===== config.mk =====
export PLATFORM = sky130hd
export DESIGN_NAME = trace_scheduler_flat
export DESIGN_NICKNAME = d
export VERILOG_FILES = /design/src/rtl/trace_scheduler_pkg.sv /design/src/rtl/trace_scheduler_if.sv /design/src/rtl/trace_scheduler_timeout.sv /design/src/rtl/trace_scheduler.sv /design/src/flat_wrapper.sv
export SDC_FILE = /design/constraint.sdc
export NUM_CORES = 1
export LEC_CHECK = 0
export ABC_AREA = 1
export BUFFER_PORTS_ARGS = -buffer_cell sky130_fd_sc_hd__buf_2
export CAP_MARGIN = 20
export CORE_ASPECT_RATIO = 0.75
export CORE_MARGIN = 5
export CORE_UTILIZATION = 55
export DETAILED_ROUTE_END_ITERATION = 8
export HOLD_SLACK_MARGIN = 0.05
export PLACE_DENSITY = 0.83
export SETUP_SLACK_MARGIN = 0.15
export SYNTH_ARGS = -nofsm -noshare
export SYNTH_HDL_FRONTEND = slang
export SYNTH_SLANG_ARGS = --single-unit

===== constraint.sdc =====
create_clock -name clk -period 2.2 [get_ports clk]
set_input_delay 0.33 -clock clk [delete_from_list [all_inputs] [get_ports clk]]
set_output_delay 0.33 -clock clk [all_outputs]
set_load 0.01 [all_outputs]

===== src/rtl/trace_scheduler_pkg.sv =====
// trace_scheduler_pkg
//   Shared types and default sizes for the trace scheduler slice.
//   state_e       : scheduler FSM encoding (IDLE/ISSUE/WAIT/WRITE/DONE)
//   *_DEF         : default column count, column width and height width
package trace_scheduler_pkg;

  localparam int NUM_COLS_DEF = 640;
  localparam int COL_W_DEF    = 10;
  localparam int HEIGHT_W_DEF = 8;

  typedef enum logic [2:0] {
    S_IDLE  = 3'd0,
    S_ISSUE = 3'd1,
    S_WAIT  = 3'd2,
    S_WRITE = 3'd3,
    S_DONE  = 3'd4
  } state_e;

endpackage


===== src/rtl/trace_scheduler_if.sv =====
// trace_scheduler_if
//   Bundles the scheduler's frame timing input, renderer read address,
//   trace buffer write port and tracer handshake.
//   master : scheduler side (drives buffer port and tracer start/column)
//   slave  : environment side (vga_sync/renderer, tracer, trace_buffer)
interface trace_scheduler_if #(
  parameter int COL_W    = 10,
  parameter int HEIGHT_W = 8
);

  logic                vblank;
  logic [COL_W-1:0]    rd_addr;
  logic [COL_W-1:0]    buf_addr;
  logic                buf_we;
  logic [HEIGHT_W-1:0] buf_wdata;
  logic                trace_start;
  logic [COL_W-1:0]    trace_col;
  logic                trace_done;
  logic [HEIGHT_W-1:0] trace_height;

  modport master (
    input  vblank, rd_addr, trace_done, trace_height,
    output buf_addr, buf_we, buf_wdata, trace_start, trace_col
  );

  modport slave (
    output vblank, rd_addr, trace_done, trace_height,
    input  buf_addr, buf_we, buf_wdata, trace_start, trace_col
  );

endinterface


===== src/rtl/trace_scheduler_timeout.sv =====
// trace_timeout
//   Per-column wait counter for the trace scheduler.
//   clk, reset : system clock, synchronous active-high reset
//   clear      : load 1 (the value seen in the first WAIT cycle)
//   enable     : count up, holding once expired
//   expired    : count has reached TIMEOUT_CYCLES
module trace_timeout #(
  parameter int TIMEOUT_CYCLES = 63
) (
  input  logic clk,
  input  logic reset,
  input  logic clear,
  input  logic enable,
  output logic expired
);

  localparam int CNT_W = $clog2(TIMEOUT_CYCLES + 1);

  logic [CNT_W-1:0] cnt_q, cnt_d;

  assign expired = (cnt_q == CNT_W'(TIMEOUT_CYCLES));

  // Loading 1 makes the count equal the number of WAIT cycles spent so far,
  // so expiry lands on the TIMEOUT_CYCLES-th WAIT cycle.
  always_comb begin
    cnt_d = cnt_q;
    if (clear) begin
      cnt_d = CNT_W'(1);
    end else if (enable && !expired) begin
      cnt_d = cnt_q + CNT_W'(1);
    end
  end

  always_ff @(posedge clk) begin
    if (reset) begin
      cnt_q <= '0;
    end else begin
      cnt_q <= cnt_d;
    end
  end

endmodule


===== src/rtl/trace_scheduler.sv =====
// trace_scheduler
//   Runs the column tracer over columns 0..NUM_COLS-1 once per vblank and
//   writes each returned height into the trace buffer. Outside a pass the
//   buffer address follows the renderer's read address.
//   clk, reset  : system clock, synchronous active-high reset
//   bus         : trace_scheduler_if.master (vblank, rd_addr, buffer port,
//                 tracer start/column/done/height)
//   busy        : FSM not in IDLE
//   frame_done  : 1-cycle pulse after the last column is written
//   overrun     : sticky, last pass aborted by vblank falling
//   timeouts    : saturating count of timed-out columns in current/last pass
//   Build option TRACE_SCHED_CLAMP_EN: clamp latched heights to MAX_HEIGHT.
//
//   state | meaning
//   IDLE  | waiting for vblank rise; buffer address owned by renderer
//   ISSUE | trace_start pulse for trace_col, wait counter loaded
//   WAIT  | waiting for trace_done or timeout
//   WRITE | writing latched height to buffer[trace_col]
//   DONE  | frame_done pulse
module trace_scheduler
  import trace_scheduler_pkg::*;
#(
  parameter int NUM_COLS       = NUM_COLS_DEF,
  parameter int COL_W          = COL_W_DEF,
  parameter int HEIGHT_W       = HEIGHT_W_DEF,
  parameter int TIMEOUT_CYCLES = 63,
  parameter int DEFAULT_HEIGHT = 0,
  parameter int MAX_HEIGHT     = 240
) (
  input  logic                 clk,
  input  logic                 reset,
  trace_scheduler_if.master    bus,
  output logic                 busy,
  output logic                 frame_done,
  output logic                 overrun,
  output logic [COL_W-1:0]     timeouts
);

  state_e              state_q, state_d;
  logic [COL_W-1:0]    col_q, col_d;
  logic [COL_W-1:0]    timeouts_q, timeouts_d;
  logic [HEIGHT_W-1:0] height_q, height_d;
  logic [HEIGHT_W-1:0] height_in;
  logic                overrun_q, overrun_d;
  logic                vblank_q;
  logic                rise;
  logic                tmo_clear, tmo_en, tmo_expired;
  logic                start_c, we_c, done_c;

  trace_timeout #(.TIMEOUT_CYCLES(TIMEOUT_CYCLES)) u_timeout (
    .clk     (clk),
    .reset   (reset),
    .clear   (tmo_clear),
    .enable  (tmo_en),
    .expired (tmo_expired)
  );

  assign rise = bus.vblank & ~vblank_q;

`ifdef TRACE_SCHED_CLAMP_EN
  always_comb begin
    height_in = (bus.trace_height > HEIGHT_W'(MAX_HEIGHT)) ? HEIGHT_W'(MAX_HEIGHT)
                                                           : bus.trace_height;
  end
`else
  logic unused_max_height;
  assign unused_max_height = ^MAX_HEIGHT;
  always_comb begin
    height_in = bus.trace_height;
  end
`endif

  always_comb begin
    state_d    = state_q;
    col_d      = col_q;
    timeouts_d = timeouts_q;
    height_d   = height_q;
    overrun_d  = overrun_q;
    tmo_clear  = 1'b0;
    tmo_en     = 1'b0;
    start_c    = 1'b0;
    we_c       = 1'b0;
    done_c     = 1'b0;
    case (state_q)
      S_IDLE: begin
        if (rise) begin
          state_d    = S_ISSUE;
          col_d      = '0;
          timeouts_d = '0;
          overrun_d  = 1'b0;
        end
      end
      S_ISSUE: begin
        start_c   = 1'b1;
        tmo_clear = 1'b1;
        if (!bus.vblank) begin
          state_d   = S_IDLE;
          overrun_d = 1'b1;
        end else begin
          state_d = S_WAIT;
        end
      end
      S_WAIT: begin
        tmo_en = 1'b1;
        if (!bus.vblank) begin
          state_d   = S_IDLE;
          overrun_d = 1'b1;
        end else if (bus.trace_done) begin
          height_d = height_in;
          state_d  = S_WRITE;
        end else if (tmo_expired) begin
          height_d = HEIGHT_W'(DEFAULT_HEIGHT);
          if (timeouts_q != '1) begin
            timeouts_d = timeouts_q + COL_W'(1);
          end
          state_d = S_WRITE;
        end
      end
      S_WRITE: begin
        // A write racing vblank's fall is dropped so the column keeps last frame's value.
        we_c = bus.vblank;
        if (!bus.vblank) begin
          state_d   = S_IDLE;
          overrun_d = 1'b1;
        end else if (col_q == COL_W'(NUM_COLS - 1)) begin
          state_d = S_DONE;
        end else begin
          col_d   = col_q + COL_W'(1);
          state_d = S_ISSUE;
        end
      end
      S_DONE: begin
        done_c  = 1'b1;
        state_d = S_IDLE;
      end
      default: state_d = S_IDLE;
    endcase
  end

  always_ff @(posedge clk) begin
    if (reset) begin
      state_q    <= S_IDLE;
      col_q      <= '0;
      timeouts_q <= '0;
      height_q   <= '0;
      overrun_q  <= 1'b0;
      vblank_q   <= 1'b0;
    end else begin
      state_q    <= state_d;
      col_q      <= col_d;
      timeouts_q <= timeouts_d;
      height_q   <= height_d;
      overrun_q  <= overrun_d;
      vblank_q   <= bus.vblank;
    end
  end

  // Pulses are masked during reset so an abandoned pass leaves no write behind.
  assign busy            = (state_q != S_IDLE);
  assign bus.trace_start = start_c & ~reset;
  assign bus.buf_we      = we_c & ~reset;
  assign frame_done      = done_c & ~reset;
  assign bus.trace_col   = col_q;
  assign bus.buf_addr    = busy ? col_q : bus.rd_addr;
  assign bus.buf_wdata   = height_q;
  assign overrun         = overrun_q;
  assign timeouts        = timeouts_q;

endmodule

===== src/flat_wrapper.sv =====
// flat-port wrapper written by rule: the top's interface ports become plain ports
module trace_scheduler_flat import trace_scheduler_pkg::*;
#(
  parameter int NUM_COLS       = NUM_COLS_DEF,
  parameter int COL_W          = COL_W_DEF,
  parameter int HEIGHT_W       = HEIGHT_W_DEF,
  parameter int TIMEOUT_CYCLES = 63,
  parameter int DEFAULT_HEIGHT = 0,
  parameter int MAX_HEIGHT     = 240
)
  (clk, reset, busy, frame_done, overrun, timeouts, bus_vblank, bus_rd_addr, bus_trace_done, bus_trace_height, bus_buf_addr, bus_buf_we, bus_buf_wdata, bus_trace_start, bus_trace_col);
  trace_scheduler_if #(.COL_W(COL_W), .HEIGHT_W(HEIGHT_W)) bus_i ();
  input  logic clk;
  input  logic reset;
  output logic busy;
  output logic frame_done;
  output logic overrun;
  output logic [COL_W-1:0] timeouts;
  input wire logic [$bits(bus_i.vblank)-1:0] bus_vblank;
  input wire logic [$bits(bus_i.rd_addr)-1:0] bus_rd_addr;
  input wire logic [$bits(bus_i.trace_done)-1:0] bus_trace_done;
  input wire logic [$bits(bus_i.trace_height)-1:0] bus_trace_height;
  output wire logic [$bits(bus_i.buf_addr)-1:0] bus_buf_addr;
  output wire logic [$bits(bus_i.buf_we)-1:0] bus_buf_we;
  output wire logic [$bits(bus_i.buf_wdata)-1:0] bus_buf_wdata;
  output wire logic [$bits(bus_i.trace_start)-1:0] bus_trace_start;
  output wire logic [$bits(bus_i.trace_col)-1:0] bus_trace_col;
  assign bus_i.vblank = bus_vblank;
  assign bus_i.rd_addr = bus_rd_addr;
  assign bus_i.trace_done = bus_trace_done;
  assign bus_i.trace_height = bus_trace_height;
  assign bus_buf_addr = bus_i.buf_addr;
  assign bus_buf_we = bus_i.buf_we;
  assign bus_buf_wdata = bus_i.buf_wdata;
  assign bus_trace_start = bus_i.trace_start;
  assign bus_trace_col = bus_i.trace_col;
  trace_scheduler #(.NUM_COLS(NUM_COLS), .COL_W(COL_W), .HEIGHT_W(HEIGHT_W), .TIMEOUT_CYCLES(TIMEOUT_CYCLES), .DEFAULT_HEIGHT(DEFAULT_HEIGHT), .MAX_HEIGHT(MAX_HEIGHT)) u_core (.clk(clk), .reset(reset), .bus(bus_i), .busy(busy), .frame_done(frame_done), .overrun(overrun), .timeouts(timeouts));
endmodule

After elaboration in Yosys (flattened, before gate mapping):

Cells that the tools add are included.

* register bits: 39
* bits in latches: 0
* memory bits (writable): 0
* memories kept: 0
* logic and storage cells: 78
* output and inout bits: 43
* memory bits (read-only): 0
* input bits: 22

* mux-type cells: 29
* shift operators: 0
* divide/modulo/power cells: 0
* add/sub/neg operators: 3
* order comparisons: 0
* reductions and logical operators: 16
* bitwise operators: 6
* multiply operators: 0
* equality and inequality tests: 16

Operators with widths (count)
* 10-bit two-way mux: 8
* 10-bit one-hot mux with 2 select lines: 2
* 10-bit by 1-bit adder with 10-bit output, second input constant: 2
* 3-bit two-way mux: 6
* 8-bit two-way mux: 2
* 2-bit inequality test, second input constant: 6
* 3-bit one-hot mux with 4 select lines: 1
* 10-bit equality test, second input constant: 1
* 10-bit inequality test, second input constant: 1
* 2-bit nonzero test: 5
* 1-bit two-way mux: 8
* 6-bit by 1-bit adder with 6-bit output, second input constant: 1
* 3-bit by 2-bit equality test with 1-bit output, second input constant: 2
* 6-bit equality test, second input constant: 1
* 3-bit AND reduction: 2
* 6-bit AND reduction: 1
* 1-bit AND: 4
* 2-bit by 1-bit inequality test with 1-bit output, second input constant: 2
* 4-bit inequality test, second input constant: 1
* 4-bit AND reduction: 1
* 3-bit by 1-bit equality test with 1-bit output, second input constant: 1
* 3-bit equality test, second input constant: 1
* 3-bit zero test: 1
* 3-bit nonzero test: 1
* 8 further kinds: 9

Logic depth before layout (Yosys ltp):

Gate-level depths: netlist (run 1).

* depth after elaboration: 6
* gate-level depth with buffers: 10

Hierarchy:

A second synthesis (run 1) with hierarchy kept.

* cell total of the unflattened synthesis: 362
* area, all modules: 2333.5 µm²

Modules (own cells, without submodules)
* trace_scheduler: area an instance 1973.1 µm², cells each 308, times used 1
* trace_timeout: area an instance 360.3 µm², cells each 54, times used 1

Least setup slack after synthesis (run 1):

OpenSTA, ideal clock, no wires.

* path kind: reg2out
* start: reg u_core.state_q[1]
* end: out bus_buf_addr[3]
* arrival: 1218 ps
* cell stages (with the launch flop): 7
* path slack: 652 ps
* buffers on the path: 1
* data required time: 1870 ps
* cells stage by stage: dfxtp_1 -> nor2_2 -> inv_1 -> nor2_1 -> buf_2 -> nand2_1 -> nand2_1

* cells in the longest elaborated chain, start to end: 2

RTL lines
* start, declared: RTL line trace_scheduler.sv:39 `state_e state_q, state_d;`
* start signal, assigned: RTL line trace_scheduler.sv:149 `state_q <= state_d;`
* 3-bit nonzero test: RTL line trace_scheduler.sv:159 `assign busy = (state_q != S_IDLE);`
* 10-bit two-way mux: RTL line trace_scheduler.sv:164 `assign bus.buf_addr = busy ? col_q : bus.rd_addr;`
* end, declared: RTL line flat_wrapper.sv:23 `output wire logic [$bits(bus_i.buf_addr)-1:0] bus_buf_addr;`

Every way passes these cells.

Worst setup path in the final report (run 1):

* start: reg u_core.state_q[0]
* end: out bus_buf_addr[1]

The elaborated chain is that of the path after synthesis.

==> results.py, run 1 <==
metrics = {
    "outcome": {
        "outcome": "finished, final reports clean",
    },
    "route": {
        "drc": 0,
        "vias": 2334,
        "drtIter0Drc": 205,
        "drtAntennaViolNets": 0,
        "dr.pass1.iters": 5,
        "routedWlPerCell_um": 12.5,
        "drt-total-wl_mm": 5.57,
        "routed_via_density": 5.24,
    },
    "placed_design": {
        "gp_congestion": 0.828,
        "numPortBuffers": 64,
        "place_area_um2": 2570,
        "dp_hpwl_mm": 4.22,
    },
    "critical_path": {
        "cp_max_fo": 17,
        "arrival_ns": 1.58,
        "critPathCaptureType": "primary output",
        "cp.required_ns": 1.87,
        "startpoint_type": "flop",
        "path_class": "reg -> out",
    },
    "power_and_ir_drop": {
        "combinationalPowerShare": 0.173,
        "total_power_mw": 1.45,
        "p_leak_nw": 1.30,
        "power_switching_uw": 424,
        "switching_share": 0.292,
        "ir_drop_v": 0.000374,
        "clock_power_share": 0.322,
        "p_seq_frac": 0.505,
        "p_int_mw": 1.03,
        "p_per_area_nw_per_um2": 547,
    },
    "floorplanning": {
        "rows": 19,
        "fp.dieW_um": 83.0,
        "die_h_um": 64.7,
        "core_um2": 3760,
        "start_util": 0.585,
        "ios": 65,
        "die_area_um2": 5370,
    },
    "sta": {
        "tns_ns": 0,
        "min_period_ns": 1.91,
        "hold_violations": 0,
        "finClkSkew_ns": 0.00430,
        "hold_ws_ns": 0.265,
        "tightest_slew_ns": 0.530,
        "setup_viol": 0,
        "grt_setup_unrepaired": "no",
        "fmax_mhz": 525,
        "fin_crit_sh": 0.866,
        "maxSlewViolCount": 0,
        "max_slew_margin": 0.645,
    },
    "clocking": {
        "post-cts-setup-buffers": 0,
        "cts.hold.buffers_added": 0,
        "clock-sinks": 39,
        "clockBufferDepth": 2,
        "cts_tree": "built",
        "cts-root-buf": "clkbuf_8",
        "htreeDepth": 2,
        "numCtsBuffers": 5,
        "cts.clk_slew.worst_paths_ns": 0.07,
        "clk_latency_ns": 0.29,
    },
    "global_routing": {
        "grt_pass1_vias": 2097,
        "antenna_found_initial": 0,
        "globalRouteTotalUtil": 0.206,
        "grt_max_degree": 18,
        "grt_pass1_wl_mm": 9.31,
        "overflow": 0,
    },
    "flow_run": {
        "drv_cap": 0,
    },
    "logic_synthesis": {
        "synth_seq_area_share": 0.355,
        "synth_nets": 349,
        "yosysTopAreaCellShare": 0.355,
        "synth_seq_cells": 39,
        "yosys_warnings": 0,
        "synth_cell_type_count": 31,
        "syn-cell-area_um2": 2200,
        "netlist_instances": 324,
        "synth.area.top_cells": "dfxtp_1 36%, nand2_1 15%, inv_1 6.8%",
        "postSynthAreaPerCell_um2": 6.78,
        "yosys.area.top_type": "dfxtp_1",
    },
    "final_layout": {
        "areaGrowthSynthToFinish_pct": 20.9,
        "num_antenna_cells": 0,
        "drive_gt1_frac": 0.249,
        "mostFrequentLayoutCells": "89 x nand2_1, 64 x buf_2, 40 x inv_1, 38 x dfxtp_1, 29 x nor2_1",
        "final_cell_area_um2": 2660,
        "final_common_cell": "nand2_1",
        "layout.nets": 417,
    },
    "hold_path": {
        "hold_path.class": "in -> reg",
    },
}
==> power groups by stage <==
stage / Clock (mW) / Combinational [mW] / Sequential (mW)
6_report: 0.467 / 0.251 / 0.734
5_1_grt: 0.510 / 0.278 / 0.736
4_1_cts: 0.470 / 0.251 / 0.734
3_5_place_dp: 0 / 0.250 / 0.750
3_3_place_gp: 0 / 0.245 / 0.749
2_1_floorplan: 0 / 0.163 / 0.750
==> worst paths after layout <==
path	slack (ns)	cells past startpoint	end	from
setup / recovery	0.29	8	bus_buf_addr[1]	u_core.state_q[0]$_SDFFE_PP0P_
hold / removal	0.27	3	u_core.bus.buf_wdata[1]$_SDFFE_PP0P_	bus_trace_height[1]
setup reg to reg	0.47	8	u_core.timeouts[8]$_SDFFE_PP0P_	u_core.u_timeout.cnt_q[0]$_SDFFE_PP0P_
hold reg to reg	0.48	2	u_core.bus.buf_wdata[5]$_SDFFE_PP0P_	u_core.bus.buf_wdata[5]$_SDFFE_PP0P_
==> registers in the layout, summed over array words and instances, names as in the netlist <==
signal,count
u_core.bus.trace_col,10
u_core.timeouts,10
u_core.bus.buf_wdata,8
u_core.u_timeout.cnt_q,6
u_core.state_q,3
u_core.overrun,1
u_core.vblank_q,1
==> cell type report <==
type	count	area [um2]
multi-input combinational	238	1230
sequential	39	782
clock inverter	1	5.00
clock buffer	7	76.3
tap	52	65.1
fill	335	1100
timing repair buffer	65	328
inverter	43	165
==> repair_timing <==
item,CTS,global route
hold endpoints to repair,0,0
resized for setup,0,1
setup endpoints to repair,0,2
==> worst max-delay path, stage by stage (launching register included) <==
cell and delay [ns]:
dfxtp_1 0.37, nor2_2 0.18, inv_1 0.09, nor2_1 0.09, buf_4 0.20, inv_1 0.10
nand2_1 0.07, nand2_1 0.05, buf_2 0.13
==> through the flow <==
stage | util | setup WS, ns | instances
after floorplan | - | 0.652 | 324
after global placement | 0.685 | 0.539 | 437
after detailed placement | 0.685 | 0.507 | 437
after CTS | 0.707 | 0.280 | 445
after global routing | 0.707 | 0.174 | 445
final | 0.707 | 0.295 | 445
==> cell families after synthesis <==
kind of cell | share of synthesized area
xor+xnor | 0.0279
simple gates | 0.407
compound gates | 0.110
flops | 0.355
fa+ha+maj | 0.0171
buf+inv | 0.0826
==> cell usage after synthesis <==
cell type  count
buf_2          1
a21oi_1       13
ha_1           3
o21ai_0       20
nor2_1        29
nor2_4         3
clkinv_2       1
xnor2_1        2
nand3_1       28
nand2_2        2
nand2_4        4
nand3_2        6
nor3_1         8
inv_2          1
a211oi_1       1
inv_1         40
nand3_4        1
xor2_1         5
nor3_4         1
nor2_2         2
a31oi_1        3
nor3_2         1
inv_4          1
nand2_1       89
a31o_2         1
o21ai_1        2
o21ai_2        2
nand4_1       10
clkbuf_1       3
o21bai_1       2
dfxtp_1       39
==> layer usage <==
metal	global-route usage	share of wire
met2	0.345	0.47
met3	0.0468	0.052
met4	0.0612	0.0075
met5	0	0
met1	0.269	0.47
(Power assumes the default switching activity.)
==> run 2, diff against run 1 <==
Settings changed: CORE_UTILIZATION 55 to 46, PLACE_DENSITY 0.83 to 0.75.
Clock period 2.2 ns to 1.71 ns, I/O delays scaled along.
==> results.py, run 2 (synthesis gave the netlist of run 1 again) <==
metrics = {
    "critical_path": {
        "cpPeakStageDelay_ns": 0.36,
        "cp_max_fo": 5,
        "critPathCaptureType": "primary output",
        "worstPathCellList": "nor2_4 -> inv_2 -> nor2_4 -> buf_6 -> inv_6 -> nand2_2 -> nand2_1 -> buf_2",
        "cpMaxStageDelayCell": "dfxtp_4",
        "cp.required_ns": 1.45,
        "startpoint_type": "flop",
        "crit_top_cell": "nor2_4",
        "path_class": "reg -> out",
        "arrival_ns": 1.41,
        "cp-startpoint": "u_core.state_q[0]$_SDFFE_PP0P_",
        "rr_startpoint": "u_core.state_q[0]$_SDFFE_PP0P_",
    },
    "final_layout": {
        "final_common_cell": "nand2_1",
        "final_cell_area_um2": 3170,
        "utilization": 0.696,
        "mostFrequentLayoutCells": "83 x nand2_1, 63 x buf_2, 35 x inv_1, 32 x buf_4, 32 x dfxtp_1",
        "drive_gt1_frac": 0.389,
        "layout.nets": 451,
        "num_antenna_cells": 0,
        "areaGrowthSynthToFinish_pct": 44.1,
    },
    "route": {
        "drtAntennaViolNets": 0,
        "drt-total-wl_mm": 6.83,
        "routed_via_density": 5.22,
        "drc": 0,
        "routed.top_layer": "met4",
        "routedWlPerCell_um": 14.1,
        "m1WireLength_mm": 2.93,
        "vias": 2525,
        "dr.pass1.iters": 6,
        "wl_met2_mm": 3.17,
        "drtIter0Drc": 201,
        "met3WireLength_um": 545,
    },
    "clocking": {
        "clock-sinks": 39,
        "clockBufferDepth": 2,
        "cts_tree": "built",
        "numCtsBuffers": 5,
        "cts.clk_slew.worst_paths_ns": 0.08,
        "cts.hold.buffers_added": 0,
        "cts-root-buf": "clkbuf_8",
        "htreeDepth": 2,
        "clk_latency_ns": 0.30,
    },
    "global_routing": {
        "overflow": 0,
        "globalRouteTotalUtil": 0.195,
        "antenna_found_initial": 0,
        "grt_max_degree": 14,
        "grt_pass1_wl_mm": 10.3,
        "grt_pass1_vias": 2195,
    },
    "floorplanning": {
        "ios": 65,
        "start_util": 0.483,
        "die_area_um2": 6270,
        "core_um2": 4550,
        "rows": 21,
        "fp.dieW_um": 89.8,
        "die_h_um": 69.9,
    },
    "placed_design": {
        "numPortBuffers": 64,
        "place_area_um2": 2690,
        "dp_hpwl_mm": 4.41,
        "gp_congestion": 0.871,
    },
    "sta": {
        "finClkSkew_ns": 0.00928,
        "min_period_ns": 1.67,
        "setup_viol": 0,
        "fmax_mhz": 600,
        "maxSlewViolCount": 0,
        "fin_crit_sh": 0.975,
        "grt_setup_unrepaired": "yes",
        "tightest_slew_ns": 0.305,
        "hold_violations": 0,
        "max_slew_margin": 0.796,
        "hold_ws_ns": 0.181,
        "tns_ns": 0,
    },
    "power_and_ir_drop": {
        "p_per_area_nw_per_um2": 743,
        "p_leak_nw": 1.50,
        "total_power_mw": 2.35,
        "ir_drop_v": 0.000547,
    },
    "hold_path": {
        "hp-start": "bus_trace_height[5]",
        "hold_path.class": "in -> reg",
    },
    "flow_run": {
        "drv_cap": 0,
    },
    "outcome": {
        "outcome": "finished, final reports clean",
    },
}
==> run 2: critical path: cells and delay by family, from the launching register on <==
family / cells / cell delay, ns
flip-flops: 1 / 0.36
buffers and inverters: 4 / 0.41
AND/OR/NAND/NOR: 4 / 0.33
==> run 2: metrics by stage <==
stage,setup slack (ns),cells
final,0.0435,484
after global routing,-0.0279,484
after CTS,0.0858,469
after detailed placement,0.0638,456
after global placement,0.125,456
after floorplan,0.172,324
==> run 2: path summary, 6_finish.rpt <==
kind                                           to  slack (ns)  cells past startpoint
max                               bus_buf_addr[2]        0.04                      8
min          u_core.bus.buf_wdata[5]$_SDFFE_PP0P_        0.18                      3
max reg2reg       u_core.timeouts[3]$_SDFFE_PP0P_        0.15                     10
min reg2reg  u_core.bus.buf_wdata[5]$_SDFFE_PP0P_        0.48                      2
==> run 2: what timing repair did <==
action | CTS | global route
gates resized for setup | 32 | 30
gates cloned | 2 | 1
buffers inserted | 3 | 14
endpoints found under the setup margin | 24 | 34
pin swaps | 5 | 9
==> run 2: area by class of cell <==
cell class / count / area [um2]
inverters: 43 / 176
repair buffers: 98 / 589
clock buffers: 5 / 68.8
flip-flops and latches: 39 / 795
fillers: 374 / 1380
well taps: 57 / 71.3
multi-input cells: 239 / 1400
clock inverters: 3 / 67.6
==> run 2: power by group <==
| group | switching [mW] | internal, mW |
|---|---|---|
| clock | 0.354 | 0.582 |
| combinational | 0.282 | 0.194 |
| sequential | 0.0150 | 0.926 |
==> run 2: layer usage <==
layer | track usage | up-vias
met5 | 0 | -
met4 | 0.0654 | 0
met3 | 0.0590 | 22
met2 | 0.299 | 115
met1 | 0.260 | 1123
li1 | - | 1265
==> run 3, diff against run 2 <==
Settings changed: BUFFER_PORTS_ARGS -buffer_cell sky130_fd_sc_hd__buf_2 to default, CORE_UTILIZATION 46 to 50, DONT_BUFFER_PORTS from default to 1, PLACE_DENSITY 0.75 to 0.68.
==> results.py, run 3 (synthesis gave the netlist of run 1 again) <==
metrics = {
    "route": {
        "vias": 2326,
        "drt-total-wl_mm": 6.56,
        "drtIter0Drc": 173,
        "routedWlPerCell_um": 15.4,
        "dr.pass1.iters": 4,
        "drc": 0,
        "routed_via_density": 5.45,
        "drtAntennaViolNets": 0,
    },
    "final_layout": {
        "filler_cell_count": 340,
        "num_antenna_cells": 0,
        "final_common_cell": "nand2_1",
        "mostFrequentLayoutCells": "79 x nand2_1, 40 x buf_4, 36 x inv_1, 34 x dfxtp_1, 27 x nand3_1",
        "utilization": 0.702,
        "layout.nets": 396,
        "fin_cells": 427,
        "drive_gt1_frac": 0.306,
        "areaGrowthSynthToFinish_pct": 32.7,
    },
    "global_routing": {
        "globalRouteTotalUtil": 0.210,
        "grt_pass1_vias": 2013,
        "antenna_found_initial": 0,
        "grt_max_degree": 14,
        "grt_pass1_wl_mm": 9.71,
        "overflow": 0,
    },
    "power_and_ir_drop": {
        "combinationalPowerShare": 0.197,
        "power_switching_uw": 627,
        "p_int_mw": 1.57,
        "ir_drop_v": 0.000464,
        "p_seq_frac": 0.428,
        "p_per_area_nw_per_um2": 752,
        "clock_power_share": 0.375,
        "p_leak_nw": 1.24,
        "switching_share": 0.286,
    },
    "critical_path": {
        "worstPathCellList": "nor2_4 -> inv_2 -> nor2_4 -> buf_6 -> nand2_2 -> o21ai_1 -> buf_4",
        "cpPeakStageDelay_ns": 0.36,
        "cpMaxStageDelayCell": "dfxtp_4",
        "cp_max_fo": 5,
        "startpoint_type": "flop",
        "critPathCaptureType": "primary output",
        "crit_top_cell": "nor2_4",
        "cp.required_ns": 1.45,
        "cpLargestDelayFamily": "flip-flops",
        "arrival_ns": 1.35,
        "path_class": "reg -> out",
        "path_buf_inv": 3,
    },
    "sta": {
        "hold_violations": 0,
        "maxSlewViolCount": 0,
        "fin_crit_sh": 0.941,
        "tns_ns": 0,
        "grt_setup_unrepaired": "yes",
        "min_period_ns": 1.61,
        "max_slew_margin": 0.635,
        "finClkSkew_ns": 0.0120,
        "fmax_mhz": 621,
        "tightest_slew_ns": 0.546,
        "setup_viol": 0,
    },
    "flow_run": {
        "drv_cap": 0,
    },
    "placed_design": {
        "dp_hpwl_mm": 4.28,
        "dp_cells": 400,
        "gp_congestion": 0.821,
        "numPortBuffers": 0,
    },
    "clocking": {
        "clockBufferDepth": 2,
        "htreeDepth": 2,
        "cts_tree": "built",
        "numCtsBuffers": 5,
        "clk_latency_ns": 0.30,
        "clock-sinks": 39,
        "cts-root-buf": "clkbuf_8",
        "cts.clk_slew.worst_paths_ns": 0.09,
    },
    "floorplanning": {
        "start_util": 0.529,
        "ios": 65,
        "die_h_um": 67.4,
        "die_area_um2": 5830,
        "fp.dieW_um": 86.5,
        "rows": 20,
        "core_um2": 4150,
    },
    "hold_path": {
        "hold_path.class": "in -> reg",
    },
    "outcome": {
        "outcome": "finished, final reports clean",
    },
}
==> run 3: cell types whose count changed in the layout (fill, tap and decap cells not counted), moves of 3 or more <==
cell and delta:
buf_4 +8, o21ai_2 +5, o21ai_1 -3, buf_2 -63, nand2_1 -4, nand2_2 +3, dfxtp_2 -4
==> run 3: power groups by stage <==
stage               logic (mW)  clock network [mW]  registers (mW)
floorplan                0.209                   0           0.966
global placement         0.286                   0           0.963
detailed placement       0.292                   0           0.963
CTS                      0.359               0.821           0.938
global route             0.470               0.873           0.942
finish                   0.431               0.823           0.940
==> run 3: final timing paths <==
kind	startpoint	end	slack (ns)	cells past startpoint
max	u_core.state_q[0]$_SDFFE_PP0P_	bus_buf_addr[8]	0.10	7
min	bus_trace_height[2]	u_core.bus.buf_wdata[2]$_SDFFE_PP0P_	0.1	2
max reg2reg	u_core.u_timeout.cnt_q[1]$_SDFFE_PP0P_	u_core.timeouts[3]$_SDFFE_PP0P_	0.15	10
min reg2reg	u_core.u_timeout.cnt_q[4]$_SDFFE_PP0P_	u_core.u_timeout.cnt_q[4]$_SDFFE_PP0P_	0.53	2
==> run 3: cell type report <==
type / count / area (um2) / area share
well taps: 55 / 68.8 / 0.0236
clock inverters: 2 / 35.0 / 0.0120
multi-input cells: 238 / 1410 / 0.485
clock buffers: 6 / 82.6 / 0.0283
flip-flops and latches: 39 / 797 / 0.273
repair buffers: 44 / 344 / 0.118
inverters: 43 / 174 / 0.0597
==> run 3: repair_timing <==
item | in CTS | in global routing
pin swaps | 4 | 13
resized for setup | 28 | 42
gates cloned | 2 | 0
setup endpoints to repair | 23 | 38
setup buffers | 6 | 10
hold buffers | 1 | 0
endpoints found under the hold margin | 11 | 0
==> run 3: metal layers <==
layer  share of wire  track usage  routed length (um)  vias to the layer above
met4           0.011       0.0525                  75                        0
met5               0            0                   0                        -
met3           0.068       0.0524                 447                        7
met1            0.44        0.281                2890                     1088
met2            0.48        0.342                3150                       78
li1                -            -                   -                     1153
==> run 3: worst reg2reg max path, delay by kind of cell, from the launching register on <==
kind          cells  cell delay, ns
buf+inv           1            0.03
fa+ha+maj         1            0.16
simple gates      8            0.87
flops             1            0.38
==> run 3: stage by stage <==
step | worst slack, ns | hold slack, ns | power, mW | cell area, um2
2_1_floorplan | 0.172 | 0.395 | 1.17 | 2200
3_3_place_gp | 0.107 | 0.330 | 1.25 | 2440
3_5_place_dp | 0.0519 | 0.331 | 1.25 | 2440
4_1_cts | 0.0860 | 0.106 | 2.12 | 2690
5_1_grt | 0.0306 | 0.0997 | 2.28 | 2920
6_report | 0.100 | 0.0994 | 2.19 | 2920
